[config.mk]
export PLATFORM = sky130hd
export DESIGN_NAME = tlc_txn_tracker
export DESIGN_NICKNAME = d
export VERILOG_FILES = /design/src/rtl/tlc_txn_tracker.sv
export SDC_FILE = /design/constraint.sdc
export NUM_CORES = 1
export LEC_CHECK = 0
export BUFFER_PORTS_ARGS = -buffer_cell sky130_fd_sc_hd__clkbuf_2
export CAP_MARGIN = 10
export CORE_AREA = 2 2 224 226
export CTS_BUF_LIST = sky130_fd_sc_hd__clkbuf_8
export DETAILED_ROUTE_END_ITERATION = 10
export DIE_AREA = 0 0 226 228
export GPL_ROUTABILITY_DRIVEN = 1
export HOLD_SLACK_MARGIN = 0.02
export PLACE_DENSITY_LB_ADDON = 0.2
export SLEW_MARGIN = 0
export SYNTH_ARGS = -nofsm -noshare
export SYNTH_HDL_FRONTEND = slang
export SYNTH_SLANG_ARGS = --single-unit
[constraint.sdc]
create_clock -name clock -period 16 [get_ports clock]
set_input_delay 1.6 -clock clock [delete_from_list [all_inputs] [get_ports clock]]
set_output_delay 1.6 -clock clock [all_outputs]
set_load 0.01 [all_outputs]
[src/rtl/tlc_txn_tracker.sv]
// Protocol monitor for a cached-link transaction flow: tracks Acquire/Grant/GrantAck and Release/ReleaseAck.
// Errors are reported one cycle after the offending fire. Passive: it observes handshakes and never stalls them.
module tlc_txn_tracker #(
   parameter int unsigned TIMEOUT_CYCLES = 4096
) (
   input  logic        clock,
   input  logic        reset_n,
   input  logic        a_valid,
   input  logic        a_ready,
   input  logic [2:0]  a_opcode,
   input  logic [5:0]  a_source,
   input  logic        c_valid,
   input  logic        c_ready,
   input  logic [2:0]  c_opcode,
   input  logic [2:0]  c_size,
   input  logic [5:0]  c_source,
   input  logic        d_valid,
   input  logic        d_ready,
   input  logic [2:0]  d_opcode,
   input  logic [2:0]  d_size,
   input  logic [5:0]  d_source,
   input  logic [5:0]  d_sink,
   input  logic        e_valid,
   input  logic        e_ready,
   input  logic [5:0]  e_sink,
   output logic        err_valid,
   output logic [3:0]  err_code,
   output logic [5:0]  err_id,
   output logic [15:0] err_cnt,
   output logic [6:0]  acq_outstanding,
   output logic        timeout
);

   localparam logic [15:0] WD_LAST = 16'(TIMEOUT_CYCLES - 1);

   logic [63:0] acq_pend, rel_pend, sink_busy;
   logic [63:0] acq_set, acq_clr, rel_set, rel_clr, busy_set, busy_clr;
   logic [63:0] acq_nxt;
   logic        d_beat, c_beat;
   logic [15:0] wd_cnt;
   logic        a_fire, c_fire, d_fire, e_fire;
   logic        d_multi, c_multi, d_last, c_last;
   logic        pend_any, wd_hit;
   logic [7:0]  err_hit;
   logic [3:0]  err_num;
   logic [3:0]  code_nxt;
   logic [5:0]  id_nxt;
   logic [6:0]  pop_nxt;
   logic [16:0] err_sum;

   assign a_fire  = a_valid && a_ready;
   assign c_fire  = c_valid && c_ready;
   assign d_fire  = d_valid && d_ready;
   assign e_fire  = e_valid && e_ready;
   assign d_multi = (d_opcode == 3'd5) && (d_size == 3'd6);
   assign c_multi = (c_opcode == 3'd7) && (c_size == 3'd6);
   assign d_last  = !d_multi || d_beat;
   assign c_last  = !c_multi || c_beat;

   assign pend_any = (|acq_pend) || (|rel_pend);
   assign wd_hit   = pend_any && !d_fire && (wd_cnt == WD_LAST);

   // err_hit[n] flags error code n+1; every check reads start-of-cycle state
   always_comb begin
      acq_set  = '0;
      acq_clr  = '0;
      rel_set  = '0;
      rel_clr  = '0;
      busy_set = '0;
      busy_clr = '0;
      err_hit  = '0;
      if (a_fire) begin
         if (a_opcode == 3'd6 || a_opcode == 3'd7) begin
            if (acq_pend[a_source]) err_hit[0] = 1'b1;
            else                    acq_set[a_source] = 1'b1;
         end else begin
            err_hit[7] = 1'b1;
         end
      end
      if (c_fire && c_last && (c_opcode == 3'd6 || c_opcode == 3'd7)) begin
         if (rel_pend[c_source]) err_hit[4] = 1'b1;
         else                    rel_set[c_source] = 1'b1;
      end
      if (d_fire && d_last && (d_opcode == 3'd4 || d_opcode == 3'd5)) begin
         if (!acq_pend[d_source]) err_hit[1] = 1'b1;
         else                     acq_clr[d_source] = 1'b1;
         if (sink_busy[d_sink])   err_hit[2] = 1'b1;
         else                     busy_set[d_sink] = 1'b1;
      end
      if (d_fire && d_opcode == 3'd6) begin
         if (!rel_pend[d_source]) err_hit[5] = 1'b1;
         else                     rel_clr[d_source] = 1'b1;
      end
      if (e_fire) begin
         if (!sink_busy[e_sink]) err_hit[3] = 1'b1;
         else                    busy_clr[e_sink] = 1'b1;
      end
      err_hit[6] = wd_hit;
   end

   assign acq_nxt = (acq_pend & ~acq_clr) | acq_set;

   // descending scan so the lowest code present wins
   always_comb begin
      err_num  = '0;
      code_nxt = '0;
      for (int i = 7; i >= 0; i--) begin
         err_num = err_num + 4'(err_hit[i]);
         if (err_hit[i]) code_nxt = 4'(i + 1);
      end
   end

   always_comb begin
      id_nxt = '0;
      case (code_nxt)
         4'd1, 4'd8: id_nxt = a_source;
         4'd2, 4'd6: id_nxt = d_source;
         4'd3:       id_nxt = d_sink;
         4'd4:       id_nxt = e_sink;
         4'd5:       id_nxt = c_source;
         default:    id_nxt = '0;
      endcase
   end

   always_comb begin
      pop_nxt = '0;
      for (int i = 0; i < 64; i++) pop_nxt = pop_nxt + 7'(acq_nxt[i]);
   end

   assign err_sum = {1'b0, err_cnt} + 17'(err_num);

   always_ff @(posedge clock or negedge reset_n) begin
      if (!reset_n) begin
         acq_pend        <= '0;
         rel_pend        <= '0;
         sink_busy       <= '0;
         d_beat          <= 1'b0;
         c_beat          <= 1'b0;
         wd_cnt          <= '0;
         timeout         <= 1'b0;
         err_valid       <= 1'b0;
         err_code        <= '0;
         err_id          <= '0;
         err_cnt         <= '0;
         acq_outstanding <= '0;
      end else begin
         acq_pend        <= acq_nxt;
         rel_pend        <= (rel_pend & ~rel_clr) | rel_set;
         sink_busy       <= (sink_busy & ~busy_clr) | busy_set;
         acq_outstanding <= pop_nxt;
         if (d_fire && d_multi) d_beat <= !d_beat;
         if (c_fire && c_multi) c_beat <= !c_beat;
         if (d_fire || !pend_any || wd_hit) wd_cnt <= '0;
         else                               wd_cnt <= wd_cnt + 16'd1;
         if (wd_hit) timeout <= 1'b1;
         err_valid <= (err_num != 4'd0);
         if (err_num != 4'd0) begin
            err_code <= code_nxt;
            err_id   <= id_nxt;
            err_cnt  <= err_sum[16] ? 16'hFFFF : err_sum[15:0];
         end
      end
   end

endmodule

# Word-level counts from Yosys, hierarchy flattened
# Index checks and enable logic that the tools add are counted.
totals:
  register_bits: 245
  elab_cells: 219
op_classes:
  add_sub_neg: 72
  n_lt_le_gt_ge: 10
  n_eq_ne: 17
  n_mux: 60
  n_bitwise: 9
  reduce_logical: 39
op_table:
  columns: ["cell", "count"]
  rows:
  - ["$mux W64", 13]
  - ["$add A7 B1 Y7", 57]
  - ["$and A64 B64 Y64", 3]
  - ["$not A64 Y64", 3]
  - ["$or A64 B64 Y64", 3]
  - ["$reduce_or A64 Y1", 2]
  - ["$bmux W1 S6", 6]
  - ["$lt A6 B7 Y1 const B", 5]
  - ["$mux W16", 2]
  - ["$mux W4", 8]
  - ["$demux W1 S6", 5]
  - ["$ge A6 B1 Y1 const B", 5]
  - ["$pmux W6 S5", 1]
  - ["$eq A3 B3 Y1 const B", 9]
  - ["$mux W1", 24]
  - ["$logic_and A1 B1 Y1", 20]
  - ["$add A16 B4 Y17", 1]
  - ["$add A16 B1 Y16 const B", 1]
  - ["$add A4 B1 Y4", 4]
  - ["$eq A16 B12 Y1 const B", 1]
  - ["$eq A4 B3 Y1 const B", 3]
  - ["$add A3 B1 Y4", 2]
  - ["$eq A4 B2 Y1 const B", 2]
  - ["$logic_or A1 B1 Y1", 8]
  - ["11 further kinds", 19]

# Depth between registers and ports, before layout
# Gate-level depths: netlist (run 1).
logic_depth:
  word_depth: 73
  ltp_mapped: 34
  ltp_nobuf: 30

# Worst setup path before layout (run 1)
# Ideal clock, no wire load.
synth_path:
  kind: "input port to flip-flop"
  from: "in a_source[0]"
  to: "reg acq_outstanding[6]"
  setup_ns: 0.124
  arrival_time_ns: 9.171
  path_slack_ns: 6.705
  cell_stages: 30
  path_buffers: 2
  cell_sequence: "buf_4 -> mux2_2 -> mux4_2 -> o21ai_1 -> o2111ai_1 -> or4_4 -> or3_1 -> clkbuf_1 -> o21a_1 -> fa_1 -> inv_1 -> fa_1 -> fa_1 -> inv_1 -> fa_1 -> inv_1 -> fa_1 -> fa_1 -> fa_1 -> inv_1 -> fa_1 -> inv_1 -> ha_1 -> fa_1 -> a21oi_1 -> nor2_1 -> nor2_1 -> inv_1 -> a21oi_1 -> o21bai_1"
synth_via:
  elab_chain_len: 71
  elab_cells_between_ends: 74
  cone_classes: "add/sub: 63; order compare: 2; mux: 7; bitwise: 1; reduce/logical: 1"
synth_lines:
  columns: ["item", "line", "source"]
  rows:
  - ["start, declared", "11", "input logic [5:0] a_source,"]
  - ["$lt A6 B7 Y1 (implied by the code) / $ge A6 B1 Y1 (equally long branches)", "75", "else acq_set[a_source] = 1'b1;"]
  - ["$logic_and A1 B1 Y1 (implied by the code)", "75", null]
  - ["$mux W1 (implied by the code)", "75", null]
  - ["$demux W1 S6", "75", null]
  - ["$mux W64 (*)", "74", "if (acq_pend[a_source]) err_hit[0] = 1'b1;"]
  - ["$mux W64 (*)", "73", "if (a_opcode == 3'd6 || a_opcode == 3'd7) begin"]
  - ["$mux W64 (*)", "72", "if (a_fire) begin"]
  - ["$or A64 B64 Y64 (*)", "101", "assign acq_nxt = (acq_pend & ~acq_clr) | acq_set;"]
  - ["$add A1 B1 Y2", "127", "for (int i = 0; i < 64; i++) pop_nxt = pop_nxt + 7'(acq_nxt[i]);"]
  - ["$add A2 B1 Y3", "127", null]
  - ["$add A3 B1 Y4", "127", null]
  - ["$add A4 B1 Y5", "127", null]
  - ["$add A5 B1 Y6", "127", null]
  - ["$add A6 B1 Y7", "127", null]
  - ["$add A7 B1 Y7 (56 in a row)", "127", null]
  - ["$add A7 B1 Y7 (*)", "127", null]
  - ["via pop_nxt[6]", "48", "logic [6:0] pop_nxt;"]
  - ["end signal, assigned", "150", "acq_outstanding <= pop_nxt;"]
  - ["end, declared", "30", "output logic [6:0] acq_outstanding,"]
# The timed path passes the listed nets; every way through them passes the cells marked *. The select of a mux whose other input is x is not followed.
# A chain may end at the register's enable or synchronous reset.

# Final worst setup path (run 1)
layout_path:
  from: "in d_source[1]"
  to: "reg acq_outstanding[6]"
layout_via:
  elab_cells_between_ends: 75
  cone_classes: "add/sub: 63; order compare: 2; mux: 6; bitwise: 3; reduce/logical: 1"
layout_rtl:
  columns: ["item", "line", "source"]
  rows:
  - ["start, declared", "21", "input logic [5:0] d_source,"]
  - ["$lt A6 B7 Y1 (implied by the code) / $ge A6 B1 Y1 (equally long branches)", "86", "else acq_clr[d_source] = 1'b1;"]
  - ["$logic_and A1 B1 Y1 (implied by the code)", "86", null]
  - ["$mux W1 (implied by the code)", "86", null]
  - ["$demux W1 S6", "86", null]
  - ["$mux W64 (*)", "85", "if (!acq_pend[d_source]) err_hit[1] = 1'b1;"]
  - ["$mux W64 (*)", "84", "if (d_fire && d_last && (d_opcode == 3'd4 || d_opcode == 3'd5)) begin"]
  - ["$not A64 Y64 (*)", "101", null]
  - ["$and A64 B64 Y64 (*)", "101", null]
  - ["$or A64 B64 Y64 (*)", "101", null]
  - ["via acq_nxt[21]", "38", "logic [63:0] acq_nxt;"]
  - ["$add A7 B1 Y7 (*) (43 in a row)", "127", null]
  - ["via pop_nxt[6]", "48", null]
# Marked as above.

==> results of run 1 <==
flip-flops by register name, summed over array words and instances, names as in the netlist, 4 cells and up:
signal,cells
sink_busy,64
err_code,4
acq_pend,64
err_id,6
rel_pend,64
wd_cnt,16
err_cnt,16
acq_outstanding,7
layout make-up:
cell class / instances / area share
antenna: 1 / 0.000136
clock buffer: 65 / 0.0485
clock inverter: 26 / 0.00726
inverter: 85 / 0.0173
multi-input combinational: 1297 / 0.520
sequential: 245 / 0.332
tap: 672 / 0.0456
timing repair buffer: 99 / 0.0289
synth_stat cells (10+ instances only):
cell type / n / area, sq um
buf_1: 10 / 37.5
nor2b_1: 23 / 144
mux2_2: 24 / 270
and3_1: 18 / 113
nand3_1: 60 / 300
nor2_1: 57 / 214
and2_1: 10 / 62.6
nor3_1: 12 / 60.1
o21a_1: 24 / 180
a21oi_1: 45 / 225
fa_1: 59 / 1180
buf_2: 30 / 150
a221o_1: 11 / 110
a31oi_1: 13 / 81.3
clkbuf_1: 43 / 161
xnor2_1: 11 / 96.3
dfrtp_1: 245 / 6130
nand4_1: 17 / 106
a221oi_1: 11 / 96.3
buf_4: 12 / 90.1
mux4_2: 34 / 766
o21ai_0: 380 / 1900
xor2_1: 21 / 184
mux2i_1: 51 / 510
or3_1: 10 / 62.6
o21ai_1: 17 / 85.1
nand2_1: 101 / 379
nand2b_1: 29 / 181
inv_1: 82 / 308
nand3b_1: 28 / 210
ha_1: 23 / 288
nor4_1: 40 / 250
a22oi_1: 15 / 113
layout by cell type (no fill, tap or decap), drive strengths merged, types with 16 or more instances in the layout:
| cell | n |
|---|---|
| a21oi | 45 |
| a22oi | 16 |
| and3 | 18 |
| clkbuf | 151 |
| dfrtp | 245 |
| fa | 59 |
| ha | 23 |
| inv | 98 |
| mux2 | 26 |
| mux2i | 51 |
| mux4 | 36 |
| nand2 | 101 |
| nand2b | 29 |
| nand3 | 60 |
| nand3b | 28 |
| nand4 | 17 |
| nor2 | 58 |
| nor2b | 23 |
| nor4 | 42 |
| o21a | 24 |
| o21ai | 399 |
| xor2 | 21 |
critical path: cells and delay by family:
family	cells	cell delay, ns
AO/OA/AOI/OAI	7	1.24
multiplexers	1	0.63
adder cells (fa/ha/maj)	10	4.78
AND/OR/NAND/NOR	5	1.84
buffers and inverters	8	1.46
worst max path at each step:
stage / startpoint / to / slack [ns]
floorplan: a_source[0] / acq_outstanding[6] / 6.71
global placement: d_source[1] / acq_outstanding[6] / 4.38
detailed placement: d_source[1] / acq_outstanding[6] / 4.40
CTS: d_source[1] / acq_outstanding[6] / 5.03
global route: d_source[1] / acq_outstanding[6] / 4.45
finish: d_source[1] / acq_outstanding[6] / 4.90
report_power, final:
part	switching [W]	internal, W	leakage, nW
registers	0.0000431	0.000665	3.35
logic	0.000275	0.000175	3.96
clock network	0.000308	0.000365	0.589
total	0.000627	0.00121	7.90
logic make-up (layout without fill, tap and decap cells):
logic type                 count (synthesis)  after routing  share of synthesized area
AOI/OAI and AO/OA                        617            617                      0.224
xor gates and xnor gates                  32             32                     0.0170
adders and majority gates                 82             82                     0.0889
buffers and inverters                    184            275                     0.0486
DFF                                      245            245                      0.371
muxes                                    113            113                     0.0982
other                                      0              1                          0
and+or+nand+nor                          453            453                      0.152
metrics by stage:
| stage | hold slack (ns) | setup slack (ns) | power (W) |
|---|---|---|---|
| floorplan | 0.443 | 6.71 | 0.00102 |
| detailed placement | 0.463 | 4.40 | 0.00117 |
| finish | 0.468 | 4.90 | 0.00183 |
| global route | 0.488 | 4.45 | 0.00194 |
| global placement | 0.464 | 4.38 | 0.00116 |
| CTS | 0.471 | 5.03 | 0.00185 |
routing by layer:
layer | track usage | share of wire | vias to the layer above
met5 | 0 | 0.00068 | -
met3 | 0.0600 | 0.091 | 157
met1 | 0.324 | 0.42 | 7448
met2 | 0.352 | 0.44 | 790
li1 | - | - | 6500
met4 | 0.0973 | 0.041 | 6
==> impl_results.md, run 1 <==
- Result of the run: finished, final reports clean
- Post-DP Area: 17,400 sq um
- Postcts setup bufs: 0
- Static power due to leakage: 7.90 nW
- Io pins: 90
- Power density of the placed cells: 99.3 nW/um^2
- Clock input transition at the sequential cells of the worst setup and hold paths: 0.06 ns
- Endpoint of the worst-slack reg-to-reg timing path: acq_outstanding[6]
- Worst max-slew margin expressed relative to the limit: 0.232
- Hold Crit Class: reg2reg
- Total Die Area: 51,500 sq um
- Count of port buffers added during placement: 88
- Net count of the mapped netlist: 1,863
- Die Y-Extent: 228 um
- Overflow left after global routing: 0
- Number of buffers on the longest clock path: 3
- Detailed-routing iteration count for the pre-antenna-repair pass: 5
- Crit path required time: 16.52 ns
- Setup Viol. Count Final: 0
- Achievable clock frequency: 90.1 MHz
- Clock skew: 0.0376 ns
- Overall global routing resource usage: 0.236
- Unrepaired setup endpoints after global routing: no
- Via total after detailed routing: 14,901
- Clock buffers created by TritonCTS: 50
- Crit share post-route: 0.694
- WP data arrival: 11.62 ns
- Filler Cell Count: 5,003
- Maxcap violations: 0
- Number of synthesized register bits: 245
- Maximum VDD drop: 0.0547 mV
- Cell area after synthesis: 16,500 sq um
- Design area: 18,500 sq um
- Slew at the pin closest to its max-slew limit: 1.14 ns
- Total negative slack: 0 ns
- Max-slew violation count: 0
- Horizontal extent of the die: 226 um
- Sequential area share after synthesis: 0.371
- Average instance area after synthesis: 9.57 sq um
- Netlist cell types: 90
- Multi-input gate area in the final layout: 9600 sq um
- Critical hold path startpoint: c_beat
- Hold Buf Count CTS: 0
- Post-synthesis to final-layout area growth: 11.7%
- Number of instances resized during post-cts repair: 0
- Total length of routed wires: 60,200 um
- Htree depth: 2
- Number of antenna-violating nets in the routed design: 0
- Core ar.: 49,300 sq um
- Half-perimeter wire length after placement: 41,800 um
- Wire length of the first global-routing pass: 92,500 um
- Largest net degree at the start of global routing: 109
- Area of all sequential standard cells: 6130 sq um
- Crit path time final: 11.10 ns
- Slowest library cell on the worst path: nor2_1
- Reg-to-reg critical path startpoint: acq_pend[29]
- Slowest Stage Delay on Critical Path: 0.76 ns
- CTS Root Buffer Type: clkbuf_8
- Critical setup path kind: in2reg
- Average routed wire per standard cell: 24.2 um
- Initial cell density of the core: 0.335
- CP Max Fanout: 47
- Last weighted congestion value of the routability-driven placer: 0.905
- DR DRC count: 0
- EDFF count, synth: 0
- Reg-to-reg setup timing slack: 6.72 ns
- Main synth FF type: dfrtp_1
- Final Hold Fails: 0
- Most frequent cell on the critical path: fa_1
- R2r worst-path depth: 29
- Number of instances in the synthesized netlist: 1,726
- Number of global-route vias before repair: 14,831
- Clock latency of the later-clocked register in the worst-skew pair: 0.66 ns
- Synthesis Warnings: 0
- Fraction of final layout cells with drive strength greater than 1: 0.151
- Nets: 1,915
- Via/cell ratio: 5.98
- Initial antenna violation count: 4
- Detailed router's first-iteration violation count: 1,648
- Worst hold stages: 1
- Core occupancy in the finished layout: 0.374
- Worst Hold Path EP: c_beat
- Total clock sinks: 245
- Type of destination of the critical path: flip-flop
- Ys async rst share: 1.00
- Row count: 82
- Type of element launching the critical path: input port
- Post-Place Cells: 2,398
- Number of non-filler instances in the completed layout: 2,490
- CTS tree: yes
Power figures use the tool's default switching activity.
==> run 2, diff against run 1 <==
clock period = 11.6 ns   (was 16 ns; I/O delays follow)
==> run 2 against run 1 <==
Effect of this change:
- die area stayed put
- final cell count is 0.36% higher
- first-iteration DRC count grew 5.0%
- register-to-register slack worse by 4.1 ns
- critical path type unchanged
- via count is 0.20% lower
- count of clock-buffer cells in the layout fell by 8
==> impl_results.md, run 2 (synthesized netlist as in run 1, its figures left out) <==
- CTS Root Buffer Type: clkbuf_8
- Maxcap violations: 0 (unchanged)
- Total Die Area: 51,500 sq um (unchanged)
- Largest net degree at the start of global routing: 115 (+5.5%)
- Half-perimeter wire length after placement: 42,500 um (+1.7%)
- Core ar.: 49,300 sq um (unchanged)
- Worst max-slew margin expressed relative to the limit: 0.264 (+0.0318)
- Clock skew: 0.0631 ns (+0.0255 ns)
- Die Y-Extent: 228 um (unchanged)
- Cell internal power dissipation: 0.00167 W (+39%)
- Total negative slack: 0 ns (unchanged)
- Buffers & Inverters on Critical Path: 8 (unchanged)
- Power density of the placed cells: 137 nW/um^2 (+38%)
- R2r worst-path depth: 31 (+6.9%)
- Clock latency of the later-clocked register in the worst-skew pair: 0.67 ns (about the same)
- Pre-CTS setup slack: 1.21 ns (-3.19 ns)
- Filler Cell Count: 4,999 (-0.080%)
- Number of buffers on the longest clock path: 3 (unchanged)
- Via total after detailed routing: 14,871 (-0.20%)
- Number of global-route vias before repair: 14,999 (+1.1%)
- Slew at the pin closest to its max-slew limit: 1.10 ns (-0.0412 ns)
- Part of the power in registers: 0.386 (about the same)
- Final Hold Fails: 0 (unchanged)
- Io pins: 90 (unchanged)
- CTS tree: yes
- Overflow left after global routing: 0 (unchanged)
- Critical hold path startpoint: timeout
- Critical setup path kind: in2reg
- Commonest non-fill, non-tap cells in the layout: o21ai_0, dfrtp_1, nand2_1, inv_1, clkbuf_2
- Logic depth of the worst setup path including buffers: 32 (+3.2%)
- Largest registers: acq_pend x64, rel_pend x64, sink_busy x64
- Most common library cell in the layout ignoring fill and taps: o21ai_0
- DR DRC count: 0 (unchanged)
- Hold Crit Class: reg2reg
- Clock buffers created by TritonCTS: 49 (-2.0%)
- Slowest Stage Delay on Critical Path: 0.82 ns (+0.06 ns)
- Part of the total power dissipated in the clock network: 0.374 (+0.006)
- Worst Hold Path EP: timeout
- Count of port buffers added during placement: 88 (unchanged)
- Postcts setup bufs: 0 (unchanged)
- Detailed router's first-iteration violation count: 1,730 (+5.0%)
- Total length of routed wires: 60,500 um (+0.51%)
- Achievable clock frequency: 101 MHz
- Smallest setup slack after layout: 1.73 ns (-3.17 ns)
- Gate power share: 0.240 (-0.006)
- CP Max Fanout: 34 (-28%)
- Wire length of the first global-routing pass: 93,400 um (+0.97%)
- Max-slew violation count: 0 (unchanged)
- Average routed wire per standard cell: 24.2 um (+0.14%)
- Slowest library cell on the worst path: nor2_1
- Detailed-routing iteration count for the pre-antenna-repair pass: 6 (+1)
- Total clock sinks: 245 (unchanged)
- Htree depth: 2 (unchanged)
- Last weighted congestion value of the routability-driven placer: 0.918 (+1.5%)
- Number of antenna-violating nets in the routed design: 0 (unchanged)
- Number of instances resized during post-cts repair: 0 (unchanged)
- Worst hold stages: 1 (unchanged)
- Post-route total power: 0.00253 W (+38%)
- Type of destination of the critical path: flip-flop
- Most frequent cell on the critical path: fa_1
- Unrepaired setup endpoints after global routing: no
- Initial antenna violation count: 2 (-2)
- Maximum VDD drop: 0.111 mV (+100%)
- Nets: 1,923 (+0.42%)
- Reg-to-reg critical path startpoint: acq_pend[29]
- Crit path time final: 9.87 ns
- Endpoint of the worst-slack reg-to-reg timing path: acq_outstanding[6]
- Top delay family on crit path: adder cells
- Clock input transition at the sequential cells of the worst setup and hold paths: 0.06 ns (about the same)
- Row count: 82 (unchanged)
- WP data arrival: 10.39 ns (-1.23 ns)
- Post-synthesis to final-layout area growth: 12.1%
- Sw power: 0.000857 W (+37%)
- Static power due to leakage: 7.94 nW (+0.56%)
- Reg-to-reg setup timing slack: 2.67 ns (-4.05 ns)
- Horizontal extent of the die: 226 um (unchanged)
- Switching share of power: 0.338 (-0.00345)
- Result of the run: finished, final reports clean
- Initial cell density of the core: 0.335 (unchanged)
- Type of element launching the critical path: input port
- Crit share post-route: 0.851
- Via/cell ratio: 5.95 (-0.56%)
- Fraction of final layout cells with drive strength greater than 1: 0.153 (+0.00208)
- Overall global routing resource usage: 0.237 (+0.00143)
- Setup Viol. Count Final: 0 (unchanged)
- Crit path required time: 12.12 ns (-4.40 ns)
- Hold Buf Count CTS: 0 (unchanged)
==> run 2: cell count changes in the layout (fill, tap and decap cells not counted), moves of 2 or more <==
cell	change
buf_4	+9
bufinv_16	+3
clkbuf_8	-8
inv_1	+3
inv_6	-2
==> run 2: cell type report <==
cell class              instances  area [sq um]  area share
diodes                          2          5.00    0.000270
clock buffers                  57           785      0.0424
clock inverters                33           241      0.0130
inverters                      85           319      0.0172
multi-input cells            1297          9600       0.518
flip-flops and latches        245          6130       0.331
well taps                     672           841      0.0454
repair buffers                108           601      0.0324
==> run 2: worst max-delay path by stage <==
stage	start	to	slack (ns)
6_report	d_source[0]	acq_outstanding[6]	1.73
5_1_grt	d_source[0]	acq_outstanding[6]	1.27
4_1_cts	d_source[0]	acq_outstanding[6]	1.88
3_5_place_dp	d_source[0]	acq_outstanding[6]	1.21
3_3_place_gp	d_source[0]	acq_outstanding[6]	1.24
2_1_floorplan	a_source[0]	acq_outstanding[6]	2.75
==> run 2: worst register-to-register path: cells and delay by family (launching register included) <==
kind / cells / cell delay (ns)
fa+ha+maj: 10 / 4.80
compound gates: 7 / 1.21
simple gates: 5 / 1.11
buf+inv: 7 / 0.69
mux: 2 / 0.58
flops: 1 / 0.42
==> run 2: through the flow <==
step | utilization | cell area [sq um] | hold WS [ns] | instances
2_1_floorplan | - | 16500 | 0.443 | 1726
3_3_place_gp | 0.354 | 17500 | 0.464 | 2407
3_5_place_dp | 0.354 | 17500 | 0.461 | 2407
4_1_cts | 0.375 | 18500 | 0.487 | 2497
5_1_grt | 0.375 | 18500 | 0.521 | 2497
6_report | 0.375 | 18500 | 0.480 | 2499
==> run 2: power by group through the flow <==
| stage | clock network [W] | logic [W] | registers, W |
|---|---|---|---|
| 3_5_place_dp | 0 | 0.000610 | 0.000989 |
| 3_3_place_gp | 0 | 0.000605 | 0.000988 |
| 4_1_cts | 0.000970 | 0.000613 | 0.000975 |
| 2_1_floorplan | 0 | 0.000421 | 0.000981 |
| 5_1_grt | 0.00101 | 0.000697 | 0.000985 |
| 6_report | 0.000946 | 0.000608 | 0.000977 |
==> run 2: per-layer routing <==
layer  up-vias  track usage  routed length, um  share of wire
met3       159       0.0563               5220          0.086
met2       706        0.352              26600           0.44
met1      7466        0.327              25900           0.43
met4         4        0.105               2700          0.045
li1       6536            -                  -              -
met5         -            0                 21        0.00035
==> run 3, diff against run 2 <==
clock period = 8.85 ns   (was 11.6 ns; I/O delays follow)
==> run 3 against run 2 <==
Effect of this change:
- setup slack got worse by 1.3 ns
- power increased by 36%
- first-iteration DRC count decreased by 4.6%
- die area unchanged
- critical path type unchanged
- largest cell class unchanged
==> impl_results.md, run 3 (synthesized netlist as in run 1, its figures left out) <==
- Total negative slack: 0 ns (unchanged)
- Fraction of final layout cells with drive strength greater than 1: 0.208 (+0.0543)
- Clock latency of the later-clocked register in the worst-skew pair: 0.67 ns (about the same)
- CP Max Fanout: 6 (-82%)
- Half-perimeter wire length after placement: 45,200 um (+6.4%)
- R2r worst-path depth: 28 (-9.7%)
- Slowest library cell on the worst path: fa_1
- Multi-input gate area in the final layout: 9600 sq um (about the same)
- Number of buffers on the longest clock path: 3 (unchanged)
- Buffers & Inverters on Critical Path: 7 (-1)
- Most common library cell in the layout ignoring fill and taps: o21ai_0
- Slowest Stage Delay on Critical Path: 0.56 ns (-0.26 ns)
- Via/cell ratio: 5.90 (-0.88%)
- Total clock sinks: 245 (unchanged)
- Total Die Area: 51,500 sq um (unchanged)
- Number of instances resized during post-cts repair: 0 (unchanged)
- Filler Cell Count: 4,908 (-1.8%)
- Achievable clock frequency: 118 MHz
- Part of the power in registers: 0.373 (-0.013)
- WP data arrival: 8.98 ns (-1.41 ns)
- DR DRC count: 0 (unchanged)
- Crit path required time: 9.36 ns (-2.76 ns)
- Hold Crit Class: in2async
- Post-DP Area: 18,500 sq um (+5.7%)
- Clock buffers created by TritonCTS: 48 (-2.0%)
- Worst max-slew margin expressed relative to the limit: 0.302 (+0.0376)
- Sw power: 0.00113 W (+32%)
- Area of all sequential standard cells: 6130 sq um (unchanged)
- Design area: 19,600 sq um (+5.7%)
- Detailed router's first-iteration violation count: 1,650 (-4.6%)
- Maximum VDD drop: 0.101 mV (-9.5%)
- Static power due to leakage: 8.55 nW (+7.7%)
- Count of port buffers added during placement: 88 (unchanged)
- Row count: 82 (unchanged)
- Initial antenna violation count: 4 (+2)
- CTS tree: yes
- Crit share post-route: 0.957
- Die Y-Extent: 228 um (unchanged)
- Top delay family on crit path: adder cells
- Slew at the pin closest to its max-slew limit: 1.04 ns (-0.0561 ns)
- Unrepaired setup endpoints after global routing: no
- Io pins: 90 (unchanged)
- Overall global routing resource usage: 0.244 (+0.00651)
- Number of antenna-violating nets in the routed design: 0 (unchanged)
- Crit path time final: 8.47 ns
- Largest net degree at the start of global routing: 104 (-9.6%)
- Initial cell density of the core: 0.335 (unchanged)
- Core ar.: 49,300 sq um (unchanged)
- Maxcap violations: 0 (unchanged)
- Power density of the placed cells: 176 nW/um^2 (+28%)
- Number of global-route vias before repair: 15,399 (+2.7%)
- Wire length of the first global-routing pass: 95,900 um (+2.6%)
- Critical setup path kind: in2reg
- Post-synthesis to final-layout area growth: 18.5%
- Max-slew violation count: 0 (unchanged)
- Most frequent cell on the critical path: fa_1
- Result of the run: finished, final reports clean
- Overflow left after global routing: 0 (unchanged)
- Cell internal power dissipation: 0.00231 W (+38%)
- Type of destination of the critical path: flip-flop
- Switching share of power: 0.329 (-0.00999)
- Nets: 2,042 (+6.2%)
- Gate power share: 0.245 (+0.005)
- CTS Root Buffer Type: clkbuf_8
- Hold Buf Count CTS: 0 (unchanged)
- Logic depth of the worst setup path including buffers: 29 (-9.4%)
- Clock skew: 0.0606 ns (-0.00247 ns)
- Largest registers: acq_pend x64, rel_pend x64, sink_busy x64
- Via total after detailed routing: 15,412 (+3.6%)
- Horizontal extent of the die: 226 um (unchanged)
- Detailed-routing iteration count for the pre-antenna-repair pass: 5 (-1)
- Htree depth: 2 (unchanged)
- Last weighted congestion value of the routability-driven placer: 0.953 (+3.7%)
- Total length of routed wires: 61,800 um (+2.1%)
- Part of the total power dissipated in the clock network: 0.382 (+0.008)
- Commonest non-fill, non-tap cells in the layout: o21ai_0, dfrtp_1, buf_4, nand2_1, inv_1
- Setup Viol. Count Final: 0 (unchanged)
- Average routed wire per standard cell: 23.6 um (-2.3%)
- Clock input transition at the sequential cells of the worst setup and hold paths: 0.06 ns (about the same)
- Final Hold Fails: 0 (unchanged)
- Type of element launching the critical path: input port
- Postcts setup bufs: 0 (unchanged)
## run 3: cell count changes in the layout (fill, tap and decap cells not counted), sizes merged
cell    previous run  this run
buf               22       142
inv              101        93
diode              2         1
bufinv             3         5
clkbuf           143       146
clkinv            12        10
## run 3: worst reg2reg max path: cells and delay by family, from the launching register on
family	cells	cell delay, ns
buffers and inverters	6	0.31
multiplexers	2	0.75
flip-flops	1	0.43
AO/OA/AOI/OAI	6	1.02
AND/OR/NAND/NOR	4	1.11
adder cells (fa/ha/maj)	10	4.70
## run 3: final cells by class
class | count | area share
sequential | 245 | 0.313
tap | 672 | 0.0430
antenna | 1 | 0.000128
timing repair buffer | 228 | 0.0818
inverter | 85 | 0.0163
multi-input combinational | 1297 | 0.490
clock inverter | 25 | 0.0130
clock buffer | 60 | 0.0422
## run 3: power by group through the flow
stage          combinational (W)  sequential [W]  clock (W)
2_1_floorplan           0.000552         0.00129          0
3_3_place_gp            0.000841         0.00130          0
3_5_place_dp            0.000844         0.00130          0
4_1_cts                 0.000849         0.00128    0.00134
5_1_grt                 0.000964         0.00129    0.00140
6_report                0.000841         0.00128    0.00131
## run 3: routing by layer
| metal | up-vias | part of all wire | track usage |
|---|---|---|---|
| met1 | 7749 | 0.43 | 0.343 |
| met3 | 145 | 0.091 | 0.0574 |
| met2 | 747 | 0.44 | 0.361 |
| met4 | 6 | 0.038 | 0.0940 |
| li1 | 6765 | - | - |
| met5 | - | 0.00058 | 0 |
## run 3: worst paths after layout
| path | to | start | slack (ns) |
|---|---|---|---|
| setup / recovery | acq_outstanding[6] | a_source[0] | 0.38 |
| hold / removal | wd_cnt[8] | reset_n | 0.25 |
| setup reg to reg | acq_outstanding[6] | acq_pend[7] | 0.44 |
| hold reg to reg | c_beat | c_beat | 0.48 |
| max in group asynchronous | acq_pend[22] | reset_n | 7.02 |
| min in group clock | c_beat | c_beat | 0.48 |
## run 3: stage by stage
step | total power [W] | setup WS, ns | instances | util | hold slack [ns]
global placement | 0.00214 | -0.327 | 2527 | 0.375 | 0.459
finish | 0.00344 | 0.382 | 2613 | 0.397 | 0.253
floorplan | 0.00184 | 0.270 | 1726 | - | 0.443
detailed placement | 0.00214 | -0.305 | 2527 | 0.375 | 0.465
CTS | 0.00347 | 0.353 | 2612 | 0.397 | 0.292
global route | 0.00365 | 0.00253 | 2612 | 0.397 | 0.334
